### config.mk
export PLATFORM = sky130hd
export DESIGN_NAME = exec_unit_param
export DESIGN_NICKNAME = d
export VERILOG_FILES = /design/src/rtl/exec_unit_param.sv
export SDC_FILE = /design/constraint.sdc
export NUM_CORES = 1
export LEC_CHECK = 0
export ABC_CLOCK_PERIOD_IN_PS = 7170
export BUFFER_PORTS_ARGS = -buffer_cell sky130_fd_sc_hd__buf_4
export CAP_MARGIN = 20
export CORE_ASPECT_RATIO = 1.25
export CORE_MARGIN = 2
export CORE_UTILIZATION = 42
export CTS_CLUSTER_SIZE = 20
export DETAILED_ROUTE_END_ITERATION = 16
export PLACE_DENSITY = 0.71
export SYNTH_ARGS = -nofsm -noshare
export SYNTH_HDL_FRONTEND = slang
export SYNTH_SLANG_ARGS = --single-unit
### constraint.sdc
create_clock -name clk -period 7.17 [get_ports clk]
set_input_delay 1.434 -clock clk [delete_from_list [all_inputs] [get_ports clk]]
set_output_delay 1.434 -clock clk [all_outputs]
set_load 0.02 [all_outputs]
### src/rtl/exec_unit_param.sv
// Parametrised execution unit: register file, 16-op ALU, registered flags, PC/IR,
// and a req/rdy memory-read FSM that loads IR or a register from DS.
module exec_unit_param #(
    parameter int DW    = 16,
    parameter int DEPTH = 8,
    parameter int AW    = $clog2(DEPTH),
    parameter int OFS_W = 8
) (
    input  logic          clk,
    input  logic          reset,
    input  logic          W_en,
    input  logic [AW-1:0] W_Adr,
    input  logic [AW-1:0] R_Adr,
    input  logic [AW-1:0] S_Adr,
    input  logic          s_sel,
    input  logic [3:0]    ALU_OP,
    input  logic          flag_ld,
    input  logic          pc_ld,
    input  logic          pc_sel,
    input  logic          pc_inc,
    input  logic          adr_sel,
    input  logic          mem_start,
    input  logic          mem_dst,
    input  logic          mem_rdy,
    input  logic [DW-1:0] DS,
    output logic          mem_req,
    output logic          busy,
    output logic          done,
    output logic          C,
    output logic          N,
    output logic          Z,
    output logic [DW-1:0] Address,
    output logic [DW-1:0] D_out,
    output logic [DW-1:0] IR,
    output logic [DW-1:0] PC_out
);

    typedef enum logic [1:0] {IDLE, REQ, DONE} state_t;

    localparam logic [DW:0] ONE = {{DW{1'b0}}, 1'b1};

    state_t        state, state_nx;
    logic [DW-1:0] rf [DEPTH];
    logic [DW-1:0] r_op, s_op;
    logic [DW:0]   alu_ext;
    logic [DW-1:0] pc_q, pc_nx, sext;
    logic [DW-1:0] addr_cap, addr_live;
    logic          dst_cap;
    logic [AW-1:0] wadr_cap;
    logic          mem_wb;

    assign r_op = rf[R_Adr];
    assign s_op = s_sel ? DS : rf[S_Adr];

    // alu_ext[DW] carries carry/borrow or the shifted-out bit; zero otherwise.
    always_comb begin
        alu_ext = '0;
        unique case (ALU_OP)
            4'h0: alu_ext = {1'b0, s_op};
            4'h1: alu_ext = {1'b0, r_op};
            4'h2: alu_ext = {1'b0, r_op} + {1'b0, s_op};
            4'h3: alu_ext = {1'b0, r_op} - {1'b0, s_op};
            4'h4: alu_ext = {1'b0, r_op & s_op};
            4'h5: alu_ext = {1'b0, r_op | s_op};
            4'h6: alu_ext = {1'b0, r_op ^ s_op};
            4'h7: alu_ext = {1'b0, ~s_op};
            4'h8: alu_ext = {1'b0, s_op} + ONE;
            4'h9: alu_ext = {1'b0, s_op} - ONE;
            4'hA: alu_ext = {s_op[DW-1], s_op[DW-2:0], 1'b0};
            4'hB: alu_ext = {s_op[0], 1'b0, s_op[DW-1:1]};
            4'hC: alu_ext = {s_op[0], s_op[DW-1], s_op[DW-1:1]};
            4'hD: alu_ext = {(DW+1){1'b0}} - {1'b0, s_op};
            4'hE: alu_ext = '0;
            4'hF: alu_ext = {1'b0, {DW{1'b1}}};
            default: alu_ext = '0;
        endcase
    end

    assign D_out = alu_ext[DW-1:0];

    always_ff @(posedge clk or posedge reset) begin
        if (reset) begin
            C <= 1'b0;
            N <= 1'b0;
            Z <= 1'b0;
        end else if (flag_ld) begin
            C <= alu_ext[DW];
            N <= alu_ext[DW-1];
            Z <= (alu_ext[DW-1:0] == '0);
        end
    end

    assign sext = DW'($signed(IR[OFS_W-1:0]));

    always_comb begin
        pc_nx = pc_q;
        if (pc_ld)
            pc_nx = pc_sel ? D_out : pc_q + sext;
        else if (pc_inc)
            pc_nx = pc_q + 1'b1;
    end

    always_ff @(posedge clk or posedge reset) begin
        if (reset)
            pc_q <= '0;
        else
            pc_q <= pc_nx;
    end

    assign PC_out = pc_q;

    always_comb begin
        state_nx = state;
        unique case (state)
            IDLE:    if (mem_start) state_nx = REQ;
            REQ:     if (mem_rdy) state_nx = DONE;
            DONE:    state_nx = IDLE;
            default: state_nx = IDLE;
        endcase
    end

    always_ff @(posedge clk or posedge reset) begin
        if (reset)
            state <= IDLE;
        else
            state <= state_nx;
    end

    assign mem_req = (state == REQ);
    assign busy    = (state != IDLE);
    assign done    = (state == DONE);

    assign addr_live = adr_sel ? r_op : pc_q;
    assign Address   = busy ? addr_cap : addr_live;

    always_ff @(posedge clk or posedge reset) begin
        if (reset) begin
            addr_cap <= '0;
            dst_cap  <= 1'b0;
            wadr_cap <= '0;
        end else if (state == IDLE && mem_start) begin
            addr_cap <= addr_live;
            dst_cap  <= mem_dst;
            wadr_cap <= W_Adr;
        end
    end

    // A memory writeback owns the single RF write port; a concurrent W_en is dropped.
    assign mem_wb = (state == REQ) && mem_rdy;

    always_ff @(posedge clk or posedge reset) begin
        if (reset) begin
            IR <= '0;
            for (int unsigned i = 0; i < DEPTH; i++)
                rf[i] <= '0;
        end else begin
            if (mem_wb && dst_cap)
                IR <= DS;
            if (mem_wb && !dst_cap)
                rf[wadr_cap] <= DS;
            else if (W_en)
                rf[W_Adr] <= D_out;
        end
    end

endmodule

==> results.toml, run 1 <==
[yosys]
syn_avg_cell_area_um2 = 9.11
syn-num-nets = 1816
synth_edf_count = 0
synth_top_cell_area_share = 0.301
syn_inst = 1691
syn_area_um2 = 15400
ys_seq_area_frac = 0.301
ys_seq_elements = 185
synth_top_cell_by_area = "dfrtp_1"
async_flop_share = 1.00
synth_cell_types = 90
synthTopCellsByArea = "dfrtp_1 (30%), o21ai_0 (7.5%), ha_1 (6.6%), mux4_2 (6.6%), a22oi_1 (6.0%)"
ys.flop_type = "dfrtp_1"
ys.warnings.count = 0

[cells_and_area]
drive_gt1_frac = 0.245
nets = 1950
num_antenna_cells = 0
syn2layout_area_growth_pct = 16.9
seqCellArea_um2 = 4630
final_cells = 2318
fill_cells = 3438
final_util = 0.497
fin_area_um2 = 18000
multi_input_area_um2 = 9950

[sta]
slew-limit-headroom = 0.280
clock_skew_ns = 0.0181
worstMarginPinSlew_ns = 1.08
slew_viol_final = 0
min_period_over_period = 0.984
hold_viol_final = 0
finalSetupViolations = 0
period_needed_ns = 7.05
timing.fmax_mhz = 142

[place]
placed_cell_area_um2 = 17300
port_buffers = 110
dp.cells = 2284
hpwl_mm = 45.0
globalplace.congestion = 0.987

[global_routing]
gr-total-overflow = 0
grt_usage = 0.318
grt_pass1_wl_mm = 91.1
grt_pass1_vias = 14800
grt_max_degree = 111
antenna_found_initial = 0

[clock_tree]
clk_path_buf_depth = 2
cts_inserted_buffers = 17
cts_max_level = 4
cts_tree = "built"
postCtsHoldBufs = 0
clkLatencyLatePin_ns = 0.46
cts_sinks = 185
cts-root-buf = "clkbuf_16"
cts_setup_buffers = 0
path_clk_slew_ns = 0.07

[route]
first_iter_violations = 1627
drc_errors = 0
drtAntennaViolNets = 0
wl_per_cell_um = 26.4
routed_via_density = 6.52
via_count = 15100
dr.pass1.iters = 6
routed_wl_mm = 61.3

[floorplanning]
die_area_um2 = 38200
start_util = 0.425
ios = 111
rows = 78
die_x_um = 175
core_um2 = 36200
die_y_um = 218

[worst_setup_path]
worstSetupEndpointType = "output port"
crit_path_max_fanout = 18
cp.arrival_ns = 5.62
crit_type = "in2out"
cp_data_required_time_ns = 5.74
worstSetupStartpointType = "primary input"

[pwr]
leakage_uw = 0.00788
ir_worst_vdd_v = 0.000179
powerDensity_nw_per_um2 = 464

[hold_path]
hold_path.class = "reg2reg"

[run]
maxCapViolations = 0

[outcome]
status = "completed"
layer usage:
metal	vias to the layer above	track usage	wire [µm]
li1	6621	-	-
met1	7385	0.382	23000
met4	0	0.240	5180
met5	-	0	0
met2	853	0.512	28400
met3	257	0.0522	4690
cell families (layout without fill, tap and decap cells):
family          Yosys count  in the layout  share of synthesized area
compound gates          612            612                      0.263
simple gates            399            399                      0.124
buf+inv                 212            359                     0.0630
flops                   185            185                      0.301
mux                     153            153                      0.154
fa+ha+maj                84             84                     0.0697
xor+xnor                 46             46                     0.0262
path summary, 6_finish.rpt:
path                       cells after the start          from           end  slack [ns]
min in group asynchronous                      2         reset        IR[13]        1.11
max in group asynchronous                      3         reset        rf[16]        4.50
max                                           20      R_Adr[2]     D_out[11]        0.12
min reg2reg                                    2  addr_cap[11]  addr_cap[11]        0.49
min                                            2  addr_cap[11]  addr_cap[11]        0.49
max reg2reg                                   19        rf[98]             Z        2.16
cells in the mapped netlist, types with 8 or more instances:
cell type,instances
o22ai_1,26
a22oi_1,124
a211oi_1,11
mux2i_1,46
nor2b_1,22
or3_1,8
nand2_1,120
mux2_2,42
buf_6,9
o31ai_1,8
nand3_1,28
a21o_1,12
nor3_1,27
a21oi_1,61
or2_2,9
a31oi_1,8
nand2b_1,12
buf_2,15
buf_4,19
clkbuf_1,85
o211ai_1,14
dfrtp_1,185
xor2_1,17
xnor2_1,29
nor2_1,113
nand4_1,13
mux4_2,45
o21a_1,15
o21ai_0,230
ha_1,81
mux2i_4,10
inv_1,76
layout make-up:
class	instances	share of cell area
Clock buffer	18	0.0244
Clock inverter	14	0.00841
Inverter	77	0.0165
Multi-Input combinational cell	1294	0.553
Sequential cell	185	0.257
Tap cell	480	0.0334
Timing Repair Buffer	250	0.108
registers in the layout, summed over array words and instances (netlist names):
register and count:
dst_cap 1, Z 1, addr_cap 16, wadr_cap 3, PC_out 16, C 1, state 2, N 1
IR 16, rf 128
cells in the final DEF (no fill, tap or decap), types with 6 or more instances in the layout:
cell / synthesis / routed
dfrtp_1: 185 / 185
a211o_1: 6 / 6
mux2i_4: 10 / 11
a211oi_1: 11 / 9
clkbuf_16: 0 / 17
o221ai_1: 7 / 7
nor3b_1: 7 / 7
o2111ai_1: 7 / 6
o21a_1: 15 / 15
nand2b_1: 12 / 12
inv_1: 76 / 75
nor2b_1: 22 / 19
o22ai_1: 26 / 26
nand3_1: 28 / 26
nand2_1: 120 / 117
a21oi_1: 61 / 60
a21o_1: 12 / 12
buf_4: 19 / 244
inv_8: 0 / 6
or2_2: 9 / 9
mux2_2: 42 / 41
a22o_1: 7 / 7
nor2_2: 2 / 6
nor3_1: 27 / 23
mux2i_1: 46 / 44
xor2_1: 17 / 17
mux4_2: 45 / 48
and2_1: 7 / 7
or3_1: 8 / 8
nand4_1: 13 / 13
a31oi_1: 8 / 8
a22oi_1: 124 / 124
xnor2_1: 29 / 29
o211ai_1: 14 / 14
ha_1: 81 / 79
o31ai_1: 8 / 8
nor2_1: 113 / 108
o21ai_0: 230 / 227
o22a_1: 7 / 7
what timing repair did:
action / in CTS / in global routing
pin swaps: 0 / 13
setup endpoints to repair: 2 / 7
gates resized for setup: 5 / 29
report_power, final:
part	total [µW]	switching, µW	internal [µW]
combinational	5330	2970	2360
clock	978	473	504
sequential	2040	509	1530
critical path, stage by stage:
cell and delay [ns]:
buf_4 0.22, buf_12 0.21, mux4_1 0.35, mux2i_4 0.30, nand2_1 0.12, nor3_2 0.19
xnor2_1 0.16, o21ai_0 0.11, ha_1 0.30, a21o_1 0.18, or3_1 0.35, o2111ai_2 0.20
buf_4 0.15, a21oi_1 0.07, o21ai_1 0.20, mux2_4 0.34, o211ai_1 0.31, nand2_2 0.17
inv_1 0.10, buf_4 0.14
per-stage QoR:
step / setup slack (ns) / setup TNS [ns] / hold slack [ns] / total power (µW)
2_1_floorplan: 0.0337 / 0 / 0.450 / 5260
3_3_place_gp: -0.0216 / -0.0369 / 0.461 / 7050
3_5_place_dp: -0.130 / -0.130 / 0.471 / 7150
4_1_cts: 0.0182 / 0 / 0.487 / 8170
5_1_grt: -0.0655 / -0.104 / 0.518 / 8870
6_report: 0.117 / 0 / 0.485 / 8350
(Power assumes the default switching activity.)
==> run 2: changes to the inputs <==
Settings changed: CELL_PAD_IN_SITES_DETAIL_PLACEMENT set to 2, CELL_PAD_IN_SITES_GLOBAL_PLACEMENT set to 2, CORE_UTILIZATION 42 to 35, PLACE_DENSITY 0.71 to 0.87.
==> run 2 against run 1 <==
Net effect:
- via count is 21% higher
- the run now ends with setup timing left
- largest cell class unchanged
- wire length rose by 63%
- highest routed layer is now met5
- final cell count rose by 4.7%
- critical path type unchanged
- setup slack worse by 0.38 ns
- die area rose by 20%
==> results.toml, run 2 (same netlist as run 1, synthesis figures left out) <==
[place]
hpwl_mm = 56.0
dp.cells = 2360
globalplace.congestion = 1.00
port_buffers = 110

[cells_and_area]
final_cell_mix = "buf_4 (246), o21ai_0 (223), dfrtp_1 (185)"
largest_register_ffs = 128
nets = 1968
final_util = 0.428
final_common_cell = "buf_4"
regMostFlops = "rf"
syn2layout_area_growth_pct = 20.2
drive_gt1_frac = 0.263
final_cells = 2426

[hold_path]
hold_path.class = "reg2reg"

[worst_setup_path]
reg2reg_slack_ns = 1.17
cp_data_required_time_ns = 5.74
worstRegToRegCells = 20
cp-endpoint = "D_out[14]"
worstSetupStartpointType = "primary input"
cp.arrival_ns = 5.99
crit_path_max_fanout = 7
worstSetupEndpointType = "output port"
regToRegStartpoint = "rf[80]"
r2r_end = "Z"
crit_type = "in2out"
worstSetupStartpoint = "R_Adr[1]"

[outcome]
status = "finished with violations"
violations = "setup timing"

[floorplanning]
die_x_um = 192
start_util = 0.356
die_y_um = 239
die_area_um2 = 45700
ios = 111
core_um2 = 43300
rows = 85

[route]
via_count = 18200
dr.pass1.iters = 7
first_iter_violations = 2208
wl_per_cell_um = 41.1
drc_errors = 0
routed_via_density = 7.52
drtAntennaViolNets = 0
routed_wl_mm = 99.7

[clock_tree]
cts-root-buf = "clkbuf_16"
clkLatencyLatePin_ns = 0.50
clk_path_buf_depth = 2
cts_sinks = 185
cts_tree = "built"
path_clk_slew_ns = 0.08
cts_inserted_buffers = 17
postCtsHoldBufs = 0
cts_max_level = 4

[global_routing]
grt_pass1_wl_mm = 131
grt_usage = 0.392
gr-total-overflow = 0
grt_max_degree = 111
antenna_found_initial = 13
grt_pass1_vias = 18800

[pwr]
leakage_uw = 0.00803
ir_worst_vdd_v = 0.000291
powerDensity_nw_per_um2 = 535

[run]
maxCapViolations = 0

[sta]
clock_skew_ns = 0.0189
timing.fmax_mhz = 135
finalSetupViolations = 6
setup_slack_ns = -0.258
slew-limit-headroom = 0.0421
hold_viol_final = 0
hold_ws_ns = 0.521
setup_tns_ns = -0.614
period_needed_ns = 7.43
slew_viol_final = 0
min_period_over_period = 1.04
worstMarginPinSlew_ns = 1.43
-- run 2: timing repair --
action / 4_1_cts / 5_1_grt
setup endpoints to repair: 6 / 9
cloned: 0 / 2
pin swaps: 5 / 28
gates resized for setup: 19 / 65
buffers inserted: 5 / 18
-- run 2: stage by stage --
stage | area [µm²] | total power, µW | worst slack, ns
6_report | 18500 | 9910 | -0.258
5_1_grt | 18500 | 10100 | -0.229
3_5_place_dp | 17300 | 7410 | -0.177
2_1_floorplan | 15400 | 5260 | 0.0337
3_3_place_gp | 17300 | 6910 | 0.0597
4_1_cts | 18000 | 8860 | -0.00788
-- run 2: metal layers --
layer | vias up | GRT usage | wire [µm]
li1 | 6647 | - | -
met1 | 8941 | 0.440 | 32700
met2 | 1769 | 0.630 | 43900
met3 | 870 | 0.108 | 11800
met4 | 14 | 0.303 | 11200
met5 | - | 0 | 165
-- run 2: where the power goes --
group          internal (µW)  switching (µW)  total (µW)
Combinational           2490            4010        6510
Clock                    552             515        1070
Sequential              1530             810        2340
-- run 2: worst min-delay path by stage --
stage | slack, ns | endpoint | start | cells after the start
4_1_cts | 0.51 | addr_cap[1] | addr_cap[1] | 2
6_report | 0.52 | addr_cap[8] | addr_cap[8] | 2
3_5_place_dp | 0.47 | addr_cap[8] | addr_cap[8] | 2
5_1_grt | 0.55 | IR[14] | IR[14] | 1
2_1_floorplan | 0.45 | addr_cap[0] | addr_cap[0] | 2
3_3_place_gp | 0.46 | addr_cap[9] | addr_cap[9] | 2
-- run 2: worst max-delay path: stages --
cell	delay (ns)
buf_12	0.10
clkbuf_16	0.15
buf_12	0.16
mux4_2	0.56
mux2i_4	0.30
buf_4	0.17
buf_4	0.20
inv_1	0.11
o31a_1	0.31
nor2_1	0.12
o21ai_0	0.10
ha_1	0.41
a21oi_2	0.22
o21a_1	0.16
o211ai_1	0.20
and4b_1	0.29
o21ai_0	0.26
nand4_1	0.30
nand2_1	0.23
inv_2	0.06
buf_6	0.13
-- run 2: area by class of cell --
| type | instances | area (µm²) |
|---|---|---|
| Timing Repair Buffer | 268 | 2210 |
| Clock buffer | 22 | 484 |
| Sequential cell | 185 | 4630 |
| Fill cell | 4522 | 24800 |
| Tap cell | 565 | 707 |
| Multi-Input combinational cell | 1294 | 10100 |
| Inverter | 77 | 297 |
| Antenna cell | 6 | 15.0 |
| Clock inverter | 9 | 116 |
